$ cat src/rtl/dmem_line_responder_pkg.sv
// Shared types and geometry for the MEM-stage data-memory line responder.
// Lives alongside rv32i_types; import with dmem_line_responder_pkg::*.
package dmem_line_responder_pkg;

  localparam int unsigned OFFSET_BITS   = 5;  // byte offset within a 256-bit line
  localparam int unsigned WORD_SEL_BITS = 3;  // word index within a line, address[4:2]

  typedef enum logic [1:0] {
    IDLE,
    WRITEBACK,
    FETCH
  } dmem_state_t;

endpackage

$ cat src/rtl/dmem_line_responder_if.sv
// Pipeline data port plus line-granular pmem port of the data-memory responder.
// slave is the responder's view; master is the view of the pipeline/pmem side.
interface dmem_line_responder_if #(
  parameter int unsigned width      = 32,
  parameter int unsigned line_width = 256
);

  logic                  mem_read_i;
  logic                  mem_write_i;
  logic [width-1:0]      mem_address_i;
  logic [width-1:0]      mem_wdata_i;
  logic [width/8-1:0]    mem_byte_en_i;
  logic [width-1:0]      mem_rdata_o;
  logic                  mem_resp_o;

  logic                  pmem_read_o;
  logic                  pmem_write_o;
  logic [width-1:0]      pmem_address_o;
  logic [line_width-1:0] pmem_wdata_o;
  logic [line_width-1:0] pmem_rdata_i;
  logic                  pmem_resp_i;

  modport slave (
    input  mem_read_i, mem_write_i, mem_address_i, mem_wdata_i, mem_byte_en_i,
    output mem_rdata_o, mem_resp_o,
    output pmem_read_o, pmem_write_o, pmem_address_o, pmem_wdata_o,
    input  pmem_rdata_i, pmem_resp_i
  );

  modport master (
    output mem_read_i, mem_write_i, mem_address_i, mem_wdata_i, mem_byte_en_i,
    input  mem_rdata_o, mem_resp_o,
    input  pmem_read_o, pmem_write_o, pmem_address_o, pmem_wdata_o,
    output pmem_rdata_i, pmem_resp_i
  );

endinterface

$ cat src/rtl/dmem_line_merge.sv
// Byte-lane merge of one store word into a cache line (purely combinational).
module dmem_line_merge
  import dmem_line_responder_pkg::*;
#(
  parameter int unsigned width      = 32,
  parameter int unsigned line_width = 256
) (
  input  logic [line_width-1:0]    line,
  input  logic [WORD_SEL_BITS-1:0] word_sel,
  input  logic [width-1:0]         wdata,
  input  logic [width/8-1:0]       byte_en,
  output logic [line_width-1:0]    merged_line
);

  // Overwrite only the enabled byte lanes of the selected word
  always_comb begin
    merged_line = line;
    for (int unsigned b = 0; b < width / 8; b++) begin
      if (byte_en[b]) begin
        merged_line[word_sel * width + b * 8 +: 8] = wdata[b * 8 +: 8];
      end
    end
  end

endmodule

$ cat src/rtl/dmem_line_responder.sv
// Single-line write-back, write-allocate buffer between the MEM-stage data
// port and the line-granular physical memory port.
module dmem_line_responder
  import dmem_line_responder_pkg::*;
#(
  parameter int unsigned width      = 32,
  parameter int unsigned line_width = 256
) (
  input logic                  clk,
  input logic                  rst,
  dmem_line_responder_if.slave bus
);

  localparam int unsigned tag_bits = width - OFFSET_BITS;

  dmem_state_t           state;
  dmem_state_t           next_state;
  logic                  valid;
  logic                  dirty;
  logic [tag_bits-1:0]   tag;
  logic [line_width-1:0] line;
  logic [line_width-1:0] merged_line;

  logic                     req;
  logic                     hit;
  logic [tag_bits-1:0]      req_tag;
  logic [WORD_SEL_BITS-1:0] word_sel;

  logic             resp;
  logic             pmem_read;
  logic             pmem_write;
  logic [width-1:0] pmem_address;

  assign req      = bus.mem_read_i | bus.mem_write_i;
  assign req_tag  = bus.mem_address_i[width-1:OFFSET_BITS];
  assign word_sel = bus.mem_address_i[OFFSET_BITS-1:2];
  assign hit      = valid && (tag == req_tag);

  dmem_line_merge #(
    .width      (width),
    .line_width (line_width)
  ) u_merge (
    .line        (line),
    .word_sel    (word_sel),
    .wdata       (bus.mem_wdata_i),
    .byte_en     (bus.mem_byte_en_i),
    .merged_line (merged_line)
  );

  assign bus.mem_rdata_o    = line[word_sel * width +: width];
  assign bus.mem_resp_o     = resp;
  assign bus.pmem_read_o    = pmem_read;
  assign bus.pmem_write_o   = pmem_write;
  assign bus.pmem_address_o = pmem_address;
  assign bus.pmem_wdata_o   = line;

  // State register
  always_ff @(posedge clk or negedge rst) begin
    if (!rst) begin
      state <= IDLE;
    end else begin
      state <= next_state;
    end
  end

  // Next-state, hit response and pmem strobes
  always_comb begin
    next_state   = state;
    resp         = 1'b0;
    pmem_read    = 1'b0;
    pmem_write   = 1'b0;
    pmem_address = '0;
    case (state)
      IDLE: begin
        if (req) begin
          if (hit) begin
            resp = 1'b1;
          end else if (valid && dirty) begin
            next_state = WRITEBACK;
          end else begin
            next_state = FETCH;
          end
        end
      end
      WRITEBACK: begin
        pmem_write   = 1'b1;
        pmem_address = {tag, {OFFSET_BITS{1'b0}}};
        if (bus.pmem_resp_i) begin
          next_state = FETCH;
        end
      end
      FETCH: begin
        pmem_read    = 1'b1;
        pmem_address = {req_tag, {OFFSET_BITS{1'b0}}};
        if (bus.pmem_resp_i) begin
          next_state = IDLE;
        end
      end
      default: begin
        next_state = IDLE;
      end
    endcase
  end

  // Line buffer, tag and status bits: store merge on hit, clean on writeback, install on fetch
  always_ff @(posedge clk or negedge rst) begin
    if (!rst) begin
      valid <= 1'b0;
      dirty <= 1'b0;
      tag   <= '0;
      line  <= '0;
    end else begin
      case (state)
        IDLE: begin
          if (req && hit && bus.mem_write_i) begin
            line <= merged_line;
            if (|bus.mem_byte_en_i) begin
              dirty <= 1'b1;
            end
          end
        end
        WRITEBACK: begin
          if (bus.pmem_resp_i) begin
            dirty <= 1'b0;
          end
        end
        FETCH: begin
          if (bus.pmem_resp_i) begin
            line  <= bus.pmem_rdata_i;
            tag   <= req_tag;
            valid <= 1'b1;
            dirty <= 1'b0;
          end
        end
        default: begin
        end
      endcase
    end
  end

endmodule

$ cat src/flat_wrapper.sv
// flat-port wrapper written by rule: the top's interface ports become plain ports
module dmem_line_responder_flat import dmem_line_responder_pkg::*;
#(
  parameter int unsigned width      = 32,
  parameter int unsigned line_width = 256
)
  (clk, rst, bus_mem_read_i, bus_mem_write_i, bus_mem_address_i, bus_mem_wdata_i, bus_mem_byte_en_i, bus_mem_rdata_o, bus_mem_resp_o, bus_pmem_read_o, bus_pmem_write_o, bus_pmem_address_o, bus_pmem_wdata_o, bus_pmem_rdata_i, bus_pmem_resp_i);
  dmem_line_responder_if #(.width(width), .line_width(line_width)) bus_i ();
  input logic clk;
  input logic rst;
  input wire logic [$bits(bus_i.mem_read_i)-1:0] bus_mem_read_i;
  input wire logic [$bits(bus_i.mem_write_i)-1:0] bus_mem_write_i;
  input wire logic [$bits(bus_i.mem_address_i)-1:0] bus_mem_address_i;
  input wire logic [$bits(bus_i.mem_wdata_i)-1:0] bus_mem_wdata_i;
  input wire logic [$bits(bus_i.mem_byte_en_i)-1:0] bus_mem_byte_en_i;
  output wire logic [$bits(bus_i.mem_rdata_o)-1:0] bus_mem_rdata_o;
  output wire logic [$bits(bus_i.mem_resp_o)-1:0] bus_mem_resp_o;
  output wire logic [$bits(bus_i.pmem_read_o)-1:0] bus_pmem_read_o;
  output wire logic [$bits(bus_i.pmem_write_o)-1:0] bus_pmem_write_o;
  output wire logic [$bits(bus_i.pmem_address_o)-1:0] bus_pmem_address_o;
  output wire logic [$bits(bus_i.pmem_wdata_o)-1:0] bus_pmem_wdata_o;
  input wire logic [$bits(bus_i.pmem_rdata_i)-1:0] bus_pmem_rdata_i;
  input wire logic [$bits(bus_i.pmem_resp_i)-1:0] bus_pmem_resp_i;
  assign bus_i.mem_read_i = bus_mem_read_i;
  assign bus_i.mem_write_i = bus_mem_write_i;
  assign bus_i.mem_address_i = bus_mem_address_i;
  assign bus_i.mem_wdata_i = bus_mem_wdata_i;
  assign bus_i.mem_byte_en_i = bus_mem_byte_en_i;
  assign bus_mem_rdata_o = bus_i.mem_rdata_o;
  assign bus_mem_resp_o = bus_i.mem_resp_o;
  assign bus_pmem_read_o = bus_i.pmem_read_o;
  assign bus_pmem_write_o = bus_i.pmem_write_o;
  assign bus_pmem_address_o = bus_i.pmem_address_o;
  assign bus_pmem_wdata_o = bus_i.pmem_wdata_o;
  assign bus_i.pmem_rdata_i = bus_pmem_rdata_i;
  assign bus_i.pmem_resp_i = bus_pmem_resp_i;
  dmem_line_responder #(.width(width), .line_width(line_width)) u_core (.clk(clk), .rst(rst), .bus(bus_i));
endmodule
$ cat config.mk
export PLATFORM = sky130hd
export DESIGN_NAME = dmem_line_responder_flat
export DESIGN_NICKNAME = d
export VERILOG_FILES = /design/src/rtl/dmem_line_responder_pkg.sv /design/src/rtl/dmem_line_responder_if.sv /design/src/rtl/dmem_line_merge.sv /design/src/rtl/dmem_line_responder.sv /design/src/flat_wrapper.sv
export SDC_FILE = /design/constraint.sdc
export NUM_CORES = 1
export LEC_CHECK = 0
export BUFFER_PORTS_ARGS = -buffer_cell sky130_fd_sc_hd__clkbuf_2
export CAP_MARGIN = 20
export CORE_AREA = 2 2 257 259
export DETAILED_ROUTE_END_ITERATION = 8
export DIE_AREA = 0 0 259 261
export PLACE_DENSITY_LB_ADDON = 0.25
export SYNTH_ARGS = -nofsm -noshare
export SYNTH_HDL_FRONTEND = slang
export SYNTH_HIERARCHICAL = 1
export SYNTH_SLANG_ARGS = --single-unit
$ cat constraint.sdc
create_clock -name clk -period 2.8 [get_ports clk]
set_input_delay 0.14 -clock clk [delete_from_list [all_inputs] [get_ports clk]]
set_output_delay 0.14 -clock clk [all_outputs]
set_load 0.02 [all_outputs]
==> flow_metrics.env, run 1 <==
export IMPL_flow_area_growth_from_synthesis_pct=39.80
export IMPL_asyncSetResetFlopFracSynth=1.000
export IMPL_crit_buf_inv=2
export IMPL_timing_final_max_slew_violations=0
export IMPL_drc=0
export IMPL_antenna_found_initial=6
export IMPL_synth_flop_cell="dfrtp_1"
export IMPL_min_period_over_period=0.9301
export IMPL_power_density_cell_area_nw_per_um2=1004
export IMPL_first_pass_iters=5
export IMPL_timing_final_hold_violations=0
export IMPL_internal_power_mw=17.54
export IMPL_worst_hold_endpoint="u_core/bus.pmem_wdata_o[132]$_DFFE_PN0P_"
export IMPL_max_slew_worst_pin_slew_ps=847.3
export IMPL_timing_critical_path_mode_cell="buf_12"
export IMPL_synth_sequential_area_ratio=0.3386
export IMPL_cap_violations=0
export IMPL_cp_max_delay_cell="nor4_4"
export IMPL_avgSynthCellArea_um2=11.46
export IMPL_register_area_um2=7182
export IMPL_syn_inst=1851
export IMPL_irDropWorstVdd_uv=543.4
export IMPL_post_route_insts_no_fill=3672
export IMPL_placed_cells=3315
export IMPL_critPathMaxFanout=31
export IMPL_critical_path_top_delay_family="simple AND/OR/NAND/NOR gates"
export IMPL_htree_levels=2
export IMPL_drt_first_iter_violations=1308
export IMPL_grt_start_max_net_pins=113
export IMPL_standard_cell_rows=94
export IMPL_gp_congestion=0.8837
export IMPL_die_height_um=261
export IMPL_seqPwrFrac=0.279
export IMPL_cts_setup_buffers=0
export IMPL_unrepaired_setup_endpoints_after_global_routing="no"
export IMPL_timing_critical_path_cells="xnor2_1 -> nand4_1 -> nor4_4 -> a31o_4 -> buf_12 -> buf_12 -> mux2_2"
export IMPL_synth_warning_count=6
export IMPL_post_route_minimum_period_ps=2604
export IMPL_ctsLongestPathBuffers=3
export IMPL_synth_cell_area_um2=21210
export IMPL_post_synth_top_area_cell="dfrtp_1"
export IMPL_critPathArrivalTime_ps=3020
export IMPL_number_of_global_route_vias_before_repair=19620
export IMPL_switchingPower_mw=12.25
export IMPL_critPathMaxStageDelay_ps=410
export IMPL_finClkSkew_ps=29.38
export IMPL_drt_antenna_violating_nets=0
export IMPL_share_comb_of_total_power=0.556
export IMPL_floorplan_io_pins=652
export IMPL_die_width_um=259
export IMPL_synth_seq_cells=287
export IMPL_run_status="finished, final reports clean"
export IMPL_total_leakage_power_nw=13.82
export IMPL_multi_input_gate_area_um2=13070
export IMPL_reg2regPathDepth=7
export IMPL_cts_resized=0
export IMPL_final_layout_size_suffix_gt1_frac=0.5359
export IMPL_totalWireLength_um=84200
export IMPL_worst_endpoint_required_ps=3210
export IMPL_fillCellCount=6052
export IMPL_synth_top_cells_by_area="dfrtp_1 34%, mux2_2 22%, mux2_4 15%"
export IMPL_cts_root_buffer_cell="clkbuf_16"
export IMPL_global_route_overflow_total=0
export IMPL_number_of_synthesized_flops_with_an_enable_pin=0
export IMPL_clock_edge_transition_at_the_registers_on_the_reported_setup_and_hold_paths_ps=60
export IMPL_timing_critical_path_from_type="register"
export IMPL_total_setup_violations_reported_at_the_end_of_the_flow=0
export IMPL_timing_hold_worst_class="input port to register"
export IMPL_clock_fmax_mhz=384.0
export IMPL_worst_setup_path_end_kind="register"
export IMPL_tritoncts="done"
export IMPL_floorplan_initialDensity=0.3262
export IMPL_power_share_clock=0.165
export IMPL_drt_vias_per_instance=5.176
export IMPL_port_buffers=644
export IMPL_core_region_area_um2=65040
export IMPL_finalNetCount=3115
export IMPL_post_drt_wl_per_cell_um=22.93
export IMPL_critical_path_class="register to register"
export IMPL_critical_path_reg2reg_endpoint="u_core/bus.pmem_wdata_o[226]$_DFFE_PN0P_"
export IMPL_ff2ff_setup_slack_ps=200
export IMPL_fp_dieArea_um2=67600
export IMPL_cts_sinks=287
export IMPL_slew_limit_headroom=0.4320
export IMPL_wire_length_of_the_first_global_routing_pass_um=122400
export IMPL_groute_usage_overall=0.2369
export IMPL_hold_path_cell_count=3
export IMPL_critical_path_reg2reg_startpoint="u_core/tag[8]$_DFFE_PN0P_"
export IMPL_power_switching_share=0.4113
export IMPL_clock_latency_on_the_worst_skew_pair_ps=550
export IMPL_routed_via_count=19010
export IMPL_power_mw=29.78
export IMPL_half_perimeter_wire_length_of_the_detailed_placement_result_um=60800
export IMPL_min_delay_start="bus_pmem_rdata_i[132]"
export IMPL_yosys_cell_types_count=50
export IMPL_setup_total_negative_slack_ps=0
export IMPL_cts_made_buffers=38
export IMPL_synth_top_cell_area_share=0.3386
-- layer usage --
layer  share of wire  up-vias  GRT usage
met5         0.00065        -          0
met1            0.42     9553     0.3071
met3           0.055      162    0.04017
met4           0.030        8    0.07868
li1                -     8549          -
met2            0.49      733     0.4009
-- cells in the mapped netlist, types with 5 or more instances --
library cell and n:
buf_6 6, xnor2_1 27, buf_12 22, ha_1 9, buf_1 5, nor2_1 8, mux2_2 416, buf_2 11
inv_1 19, mux2i_1 8, clkbuf_1 89, nand3_1 16, nand2_1 307, nand2b_1 5, o21ai_0 194, and2_1 26
buf_4 6, dfrtp_1 287, mux2_4 208, mux4_2 64, nor2b_1 32, a22oi_1 27, nand4_1 11, nand3b_1 12
nor3_2 5
-- cells in the final DEF (no fill, tap or decap), types with 2 or more instances in the layout --
cell,count
dfrtp_1,287
buf_12,17
buf_4,77
nand3_1,16
nor2_1,7
nor3b_2,4
conb_1,5
mux2_4,208
nand2_1,307
xnor2_1,27
and2_1,25
nor3_2,6
clkbuf_1,10
clkinv_2,7
nor2b_4,2
inv_1,19
ha_1,8
a22oi_1,27
mux4_2,64
nor2b_1,30
mux2_2,416
and3b_1,2
o21ai_0,194
clkbuf_2,640
diode_2,5
nor4_1,2
clkbuf_8,7
bufinv_16,2
mux2i_1,8
nand2b_1,5
nand4_1,11
dlygate4sd3_1,285
o221ai_1,2
clkbuf_16,39
mux2_1,2
nand3b_1,12
-- worst max path at each step --
stage / start / to / slack (ps) / depth (start not counted)
2_1_floorplan: bus_mem_address_i[4] / u_core/bus.pmem_wdata_o[0]$_DFFE_PN0P_ / 60 / 11
3_3_place_gp: bus_mem_address_i[3] / u_core/bus.pmem_wdata_o[3]$_DFFE_PN0P_ / 180 / 8
3_5_place_dp: bus_mem_address_i[3] / u_core/bus.pmem_wdata_o[1]$_DFFE_PN0P_ / 150 / 8
4_1_cts: u_core/state[0]$_DFFE_PN0P_ / bus_pmem_address_o[9] / 220 / 6
5_1_grt: u_core/state[0]$_DFFE_PN0P_ / bus_pmem_address_o[25] / 110 / 6
6_report: u_core/tag[8]$_DFFE_PN0P_ / u_core/bus.pmem_wdata_o[226]$_DFFE_PN0P_ / 200 / 7
-- timing repair --
action	in CTS	in global routing
hold buffers	285	0
hold endpoints to repair	372	0
setup endpoints to repair	0	0
-- sequential cells by signal, summed over array words and instances, names as in the netlist --
signal                   flops
u_core/dirty                 1
u_core/bus.pmem_wdata_o    256
u_core/valid                 1
u_core/state                 2
u_core/tag                  27
-- metrics by stage --
stage          hold slack [ps]    util  setup slack, ps  area, um2
6_report                 28.89  0.4559            195.7      29650
3_3_place_gp             124.2  0.3928            184.8      25550
4_1_cts                 0.5178  0.4553            224.5      29610
5_1_grt                  7.835  0.4558            105.2      29650
2_1_floorplan           -155.6       -            57.72      21230
3_5_place_dp             127.6  0.3928            150.8      25550
-- tightest hold or removal path: cells and delay by family --
| family | cells | cell delay (ps) |
|---|---|---|
| mux | 2 | 280 |
| buf+inv | 1 | 110 |
-- kinds of logic (layout without fill, tap and decap cells) --
group,Yosys count,in the layout,synth area share
flops,287,287,0.3386
fa+ha+maj,9,9,0.005309
buf+inv,159,1107,0.04890
other cells,1,10,0.0001768
mux,698,698,0.4408
compound gates,232,232,0.06022
xor+xnor,27,27,0.01115
simple gates,438,438,0.09485
-- final cells by class --
type,count,share of cell area
multi-input combinational,1409,0.4406
sequential,287,0.2422
timing repair buffer,1022,0.2370
clock buffer,56,0.03742
tap,864,0.03645
clock inverter,10,0.003502
inverter,19,0.002405
antenna,5,0.0004219
-- power groups by stage --
stage	registers (mW)	clock network (mW)	logic [mW]
after floorplan	9.43	0	10.1
after global placement	8.21	0	15.8
after detailed placement	8.30	0	16.1
after CTS	8.26	5.02	16.5
after global routing	8.54	5.19	17.6
final	8.31	4.92	16.6
Power figures use the tool's default switching activity.
==> inputs of run 2 (changes only) <==
CORE_AREA = 2 2 255 257   (was 2 2 257 259)
DIE_AREA = 0 0 257 259   (was 0 0 259 261)
==> run 2 against run 1 <==
Count of clock-buffer cells in the layout down 1; sequential cell count unchanged; global-route usage up 0.51 points; total power up 1.0%; critical path type unchanged; combinational power about the same; setup slack better by 38 ps; final cell count about the same; worst hold slack better by 130 ps; cell area up 0.63%.
==> flow_metrics.env, run 2 (synthesized netlist as in run 1, its figures left out) <==
export IMPL_floorplan_initialDensity=0.3321
export IMPL_post_drt_wl_per_cell_um=22.81
export IMPL_commonest_cells_after_routing_fill_and_taps_aside="640 x clkbuf_2, 416 x mux2_2, 307 x nand2_1"
export IMPL_post_route_minimum_period_ps=2567
export IMPL_internal_power_mw=17.82
export IMPL_cts_setup_buffers=0
export IMPL_standard_cell_rows=93
export IMPL_gp_congestion=0.8858
export IMPL_seqPwrFrac=0.274
export IMPL_timing_hold_worst_class="input port to register"
export IMPL_drt_antenna_violating_nets=0
export IMPL_cts_root_buffer_cell="clkbuf_16"
export IMPL_antenna_found_initial=9
export IMPL_grt_start_max_net_pins=95
export IMPL_drt_vias_per_instance=5.169
export IMPL_unrepaired_setup_endpoints_after_global_routing="no"
export IMPL_min_period_over_period=0.9167
export IMPL_power_density_cell_area_nw_per_um2=1009
export IMPL_run_status="finished, final reports clean"
export IMPL_cts_sinks=287
export IMPL_wire_length_of_the_first_global_routing_pass_um=123600
export IMPL_clock_fmax_mhz=389.6
export IMPL_grtUsageMet3=0.03876
export IMPL_totalWireLength_um=83810
export IMPL_ctsLongestPathBuffers=3
export IMPL_htree_levels=2
export IMPL_fp_dieArea_um2=66560
export IMPL_critPathMaxFanout=28
export IMPL_cts_made_buffers=39
export IMPL_max_slew_worst_pin_slew_ps=1042
export IMPL_hold_path_cell_count=4
export IMPL_critPathArrivalTime_ps=2990
export IMPL_clock_edge_transition_at_the_registers_on_the_reported_setup_and_hold_paths_ps=60
export IMPL_groute_usage_overall=0.2419
export IMPL_first_pass_iters=6
export IMPL_irDropWorstVdd_uv=637.0
export IMPL_floorplan_io_pins=652
export IMPL_tritoncts="done"
export IMPL_core_region_area_um2=63880
export IMPL_critical_path_class="register to register"
export IMPL_die_height_um=259
export IMPL_setup_total_negative_slack_ps=0
export IMPL_ctsHoldBuffers=286
export IMPL_port_buffers=644
export IMPL_cap_violations=0
export IMPL_worst_setup_path_end_kind="register"
export IMPL_routed_via_count=19000
export IMPL_finalNetCount=3121
export IMPL_fillCellCount=5818
export IMPL_number_of_global_route_vias_before_repair=19870
export IMPL_global_route_usage_met1=0.3087
export IMPL_finClkSkew_ps=17.62
export IMPL_timing_critical_path_from_type="register"
export IMPL_switchingPower_mw=12.28
export IMPL_power_share_clock=0.175
export IMPL_reg2regPathDepth=7
export IMPL_drc=0
export IMPL_final_layout_size_suffix_gt1_frac=0.5375
export IMPL_global_route_usage_met2=0.4036
export IMPL_total_setup_violations_reported_at_the_end_of_the_flow=0
export IMPL_power_switching_share=0.4080
export IMPL_post_route_util=0.4671
export IMPL_clock_latency_on_the_worst_skew_pair_ps=560
export IMPL_top_usage_layer="met2"
export IMPL_timing_final_max_slew_violations=0
export IMPL_cts_resized=0
export IMPL_die_width_um=257
export IMPL_timing_final_hold_violations=0
export IMPL_half_perimeter_wire_length_of_the_detailed_placement_result_um=59790
export IMPL_flow_area_growth_from_synthesis_pct=40.67
export IMPL_share_comb_of_total_power=0.551
export IMPL_global_route_overflow_total=0
export IMPL_max_reg_flops=256
export IMPL_total_leakage_power_nw=13.89
export IMPL_drt_first_iter_violations=1313
export IMPL_worst_endpoint_required_ps=3230
export IMPL_slew_limit_headroom=0.3054
export IMPL_mostFrequentLayoutCell="clkbuf_2"
[run 2: routing by layer]
layer,vias to the layer above,part of all wire
li1,8546,-
met1,9444,0.41
met2,792,0.48
met3,210,0.059
met4,4,0.047
met5,-,0.00021
[run 2: layout make-up]
type / count / area, um2 / share of cell area
multi-input combinational: 1409 / 13070 / 0.4379
sequential: 287 / 7182 / 0.2407
timing repair buffer: 1027 / 7111 / 0.2383
clock buffer: 55 / 1117 / 0.03744
tap: 855 / 1070 / 0.03585
clock inverter: 16 / 206.4 / 0.006918
inverter: 19 / 71.32 / 0.002390
antenna: 7 / 17.52 / 0.0005870
[run 2: worst paths after layout]
kind | from | endpoint | slack (ps)
max | u_core/tag[6]$_DFFE_PN0P_ | u_core/bus.pmem_wdata_o[7]$_DFFE_PN0P_ | 230
min | bus_mem_wdata_i[6] | u_core/bus.pmem_wdata_o[6]$_DFFE_PN0P_ | 160
max reg2reg | u_core/tag[6]$_DFFE_PN0P_ | u_core/bus.pmem_wdata_o[7]$_DFFE_PN0P_ | 230
min reg2reg | u_core/state[0]$_DFFE_PN0P_ | u_core/state[0]$_DFFE_PN0P_ | 550
max in group asynchronous | rst | u_core/bus.pmem_wdata_o[231]$_DFFE_PN0P_ | 1620
min in group asynchronous | rst | u_core/bus.pmem_wdata_o[84]$_DFFE_PN0P_ | 230
[run 2: power by group through the flow]
| stage | Combinational (mW) | Clock [mW] | Sequential (mW) |
|---|---|---|---|
| 3_3_place_gp | 15.9 | 0 | 8.13 |
| 2_1_floorplan | 10.1 | 0 | 9.43 |
| 3_5_place_dp | 16.2 | 0 | 8.24 |
| 4_1_cts | 16.6 | 5.40 | 8.20 |
| 6_report | 16.6 | 5.26 | 8.24 |
| 5_1_grt | 17.7 | 5.56 | 8.50 |
[run 2: through the flow]
stage,std cells,cell area [um2],setup slack (ps),hold WS [ps],power [mW]
CTS,3668,29820,281.7,109.0,30.17
global route,3674,29840,166.3,160.9,31.71
floorplan,1855,21230,57.72,-155.6,19.54
detailed placement,3311,25640,149.0,263.5,24.41
finish,3675,29840,233.2,156.6,30.10
global placement,3311,25640,162.3,260.1,24.00
[run 2: critical path: stages, from the launching register on]
cell and delay (ps):
dfrtp_1 410, xnor2_1 250, nand4_1 200, nor4_4 400
a31o_4 270, buf_12 240, buf_4 260, mux2_2 350
==> inputs of run 3 (changes only) <==
CORE_AREA = 2 2 254 256   (was 2 2 255 257)
DIE_AREA = 0 0 256 258   (was 0 0 257 259)
SLEW_MARGIN = 20   (was unset)
SYNTH_HIERARCHICAL = unset   (was 1)
==> run 3 against run 2 <==
Worst hold slack lost 96 ps; first-iteration DRC count up 1.4%; clock power decreased by 10%; fmax down 2.9%; core utilization is 7.0 points lower; setup slack worse by 77 ps; via count decreased by 7.2%; sequential share of layout area grew 4.4 points; count of clock-buffer cells in the layout rose by 4; largest cell class unchanged; highest routed layer unchanged.
==> flow_metrics.env, run 3 <==
export IMPL_worst_setup_path_end_kind="register"
export IMPL_max_slew_worst_pin_slew_ps=1065
export IMPL_yosys_cell_types_count=41
export IMPL_syn_inst=1574
export IMPL_tritoncts="done"
export IMPL_post_route_minimum_period_ps=2644
export IMPL_post_drt_wl_per_cell_um=24.09
export IMPL_routed_via_count=17630
export IMPL_critPathArrivalTime_ps=3060
export IMPL_cts_sinks=287
export IMPL_clock_fmax_mhz=378.2
export IMPL_synth_top_cell_area_share=0.4333
export IMPL_finalNetCount=2810
export IMPL_core_region_area_um2=63650
export IMPL_total_setup_violations_reported_at_the_end_of_the_flow=0
export IMPL_die_width_um=256
export IMPL_drt_antenna_violating_nets=0
export IMPL_clock_edge_transition_at_the_registers_on_the_reported_setup_and_hold_paths_ps=60
export IMPL_max_reg_flops=256
export IMPL_drt_first_iter_violations=1332
export IMPL_commonest_cells_after_routing_fill_and_taps_aside="641 x clkbuf_2, 287 x dfrtp_1, 283 x dlygate4sd3_1"
export IMPL_asyncSetResetFlopFracSynth=1.000
export IMPL_groute_usage_overall=0.2349
export IMPL_synth_flop_cell="dfrtp_1"
export IMPL_yosys_cell_count_top_type="dfrtp_1"
export IMPL_worst_endpoint_required_ps=3210
export IMPL_die_height_um=258
export IMPL_synth_warning_count=0
export IMPL_first_pass_iters=6
export IMPL_timing_hold_worst_class="input port to register"
export IMPL_synth_cells_most_frequent="287 x dfrtp_1, 223 x a21oi_1, 188 x nand2_1, 145 x a22o_1, 139 x a22oi_1"
export IMPL_global_route_overflow_total=0
export IMPL_cts_root_buffer_cell="clkbuf_16"
export IMPL_drc=0
export IMPL_total_leakage_power_nw=11.74
export IMPL_drt_vias_per_instance=5.256
export IMPL_synth_sequential_area_ratio=0.4333
export IMPL_clock_latency_on_the_worst_skew_pair_ps=550
export IMPL_floorplan_io_pins=652
export IMPL_synth_top_cells_by_area="dfrtp_1 43%, mux2_2 9.2%, mux4_2 8.7%"
export IMPL_irDropWorstVdd_uv=436.5
export IMPL_run_status="finished, final reports clean"
export IMPL_finClkSkew_ps=19.45
export IMPL_critical_path_class="register to register"
export IMPL_antenna_found_initial=6
export IMPL_gp_congestion=0.9318
export IMPL_cts_made_buffers=37
export IMPL_mostFrequentLayoutCell="clkbuf_2"
export IMPL_timing_final_max_slew_violations=0
export IMPL_critPathMaxFanout=15
export IMPL_min_period_over_period=0.9444
export IMPL_flow_area_growth_from_synthesis_pct=52.36
export IMPL_half_perimeter_wire_length_of_the_detailed_placement_result_um=58410
export IMPL_number_of_synthesized_flops_with_an_enable_pin=0
export IMPL_wire_length_of_the_first_global_routing_pass_um=118300
export IMPL_worst_slack_after_detailed_placement_ps=32.46
export IMPL_post_synth_top_area_cell="dfrtp_1"
export IMPL_final_layout_size_suffix_gt1_frac=0.4029
export IMPL_final_worst_setup_slack_ps=155.7
export IMPL_totalWireLength_um=80790
export IMPL_synth_cell_area_um2=16570
export IMPL_cap_violations=0
export IMPL_synth_seq_cells=287
export IMPL_ctsLongestPathBuffers=3
export IMPL_htree_levels=2
export IMPL_port_buffers=644
export IMPL_avgSynthCellArea_um2=10.53
export IMPL_number_of_global_route_vias_before_repair=18110
export IMPL_grt_start_max_net_pins=82
export IMPL_slew_limit_headroom=0.2872
export IMPL_floorplan_initialDensity=0.2604
export IMPL_timing_critical_path_from_type="register"
export IMPL_setup_total_negative_slack_ps=0
export IMPL_timing_final_hold_violations=0
export IMPL_power_density_cell_area_nw_per_um2=1069
export IMPL_unrepaired_setup_endpoints_after_global_routing="no"
export IMPL_power_mw=27.01
export IMPL_standard_cell_rows=93
export IMPL_fp_dieArea_um2=66050
==> run 3: cell count changes in the layout (fill, tap and decap cells not counted), sizes merged, moves of 13 or more <==
cell | previous run | this run
a22o | 0 | 145
nand2 | 307 | 188
nor2 | 8 | 54
a31oi | 1 | 17
a21oi | 0 | 224
o21ai | 194 | 1
mux2 | 626 | 144
a22oi | 27 | 139
buf | 101 | 88
==> run 3: metrics by stage <==
stage          cells  area (um2)  utilization  hold slack (ps)
6_report        3353       25250       0.3967            60.29
5_1_grt         3352       25250       0.3967            39.70
3_5_place_dp    3002       21200       0.3330            216.2
2_1_floorplan   1578       16620            -           -155.6
3_3_place_gp    3002       21200       0.3330            210.3
4_1_cts         3349       25200       0.3958            13.42
==> run 3: timing repair <==
| item | in CTS | in global routing |
|---|---|---|
| hold endpoints to repair | 353 | 0 |
| buffers inserted | 0 | 3 |
| setup endpoints to repair | 0 | 242 |
| hold buffers | 283 | 0 |
| gates resized for setup | 0 | 4 |
==> run 3: layer usage <==
metal | vias up | track usage | routed length, um
met5 | - | 0 | 55
met4 | 8 | 0.08236 | 2715
met3 | 176 | 0.05408 | 6014
met2 | 934 | 0.3854 | 38250
met1 | 8815 | 0.3043 | 33750
li1 | 7692 | - | -
==> run 3: final cells by class <==
cell class	instances	area [um2]
Antenna cell	1	2.502
Clock buffer	59	1111
Clock inverter	5	56.30
Fill cell	6309	38400
Inverter	7	26.28
Multi-Input combinational cell	1127	8786
Sequential cell	287	7182
Tap cell	855	1070
Timing Repair Buffer	1012	7017
==> run 3: power breakdown <==
| group | switching (mW) | internal [mW] | total (mW) | leakage (nW) |
|---|---|---|---|---|
| clock | 1.92 | 2.80 | 4.72 | 0.567 |
| sequential | 1.84 | 6.06 | 7.91 | 3.53 |
| combinational | 8.47 | 5.91 | 14.4 | 7.65 |
==> run 3: final timing paths <==
kind                                             startpoint                                        to  slack (ps)  cells past startpoint
worst min register to register    u_core.tag[0]$_DFFE_PN0P_                 u_core.tag[0]$_DFFE_PN0P_         520                      2
min in group asynchronous                               rst   u_core.bus.pmem_wdata_o[91]$_DFFE_PN0P_         210                      2
worst max-delay path            u_core.state[0]$_DFFE_PN0P_  u_core.bus.pmem_wdata_o[245]$_DFFE_PN0P_         160                      8
worst min-delay path                   bus_pmem_rdata_i[79]   u_core.bus.pmem_wdata_o[79]$_DFFE_PN0P_          60                      3
worst max register to register  u_core.state[0]$_DFFE_PN0P_  u_core.bus.pmem_wdata_o[245]$_DFFE_PN0P_         160                      8
max in group asynchronous                               rst   u_core.bus.pmem_wdata_o[46]$_DFFE_PN0P_        1590                      3
==> run 3: worst max-delay path: stages (launching register included) <==
cell and delay (ps):
dfrtp_1 400, inv_1 130, ha_4 280, and2_1 260
buf_4 170, a21oi_1 130, nor2_1 600, and2_1 440
a21oi_1 120
==> run 3: kinds of logic after synthesis <==
family / synth area share
AOI/OAI and AO/OA: 0.2243
xor gates and xnor gates: 0.01427
adders and majority gates: 0.006795
buffers and inverters: 0.04047
DFF: 0.4333
muxes: 0.1872
other: 0.0002263
and+or+nand+nor: 0.09339
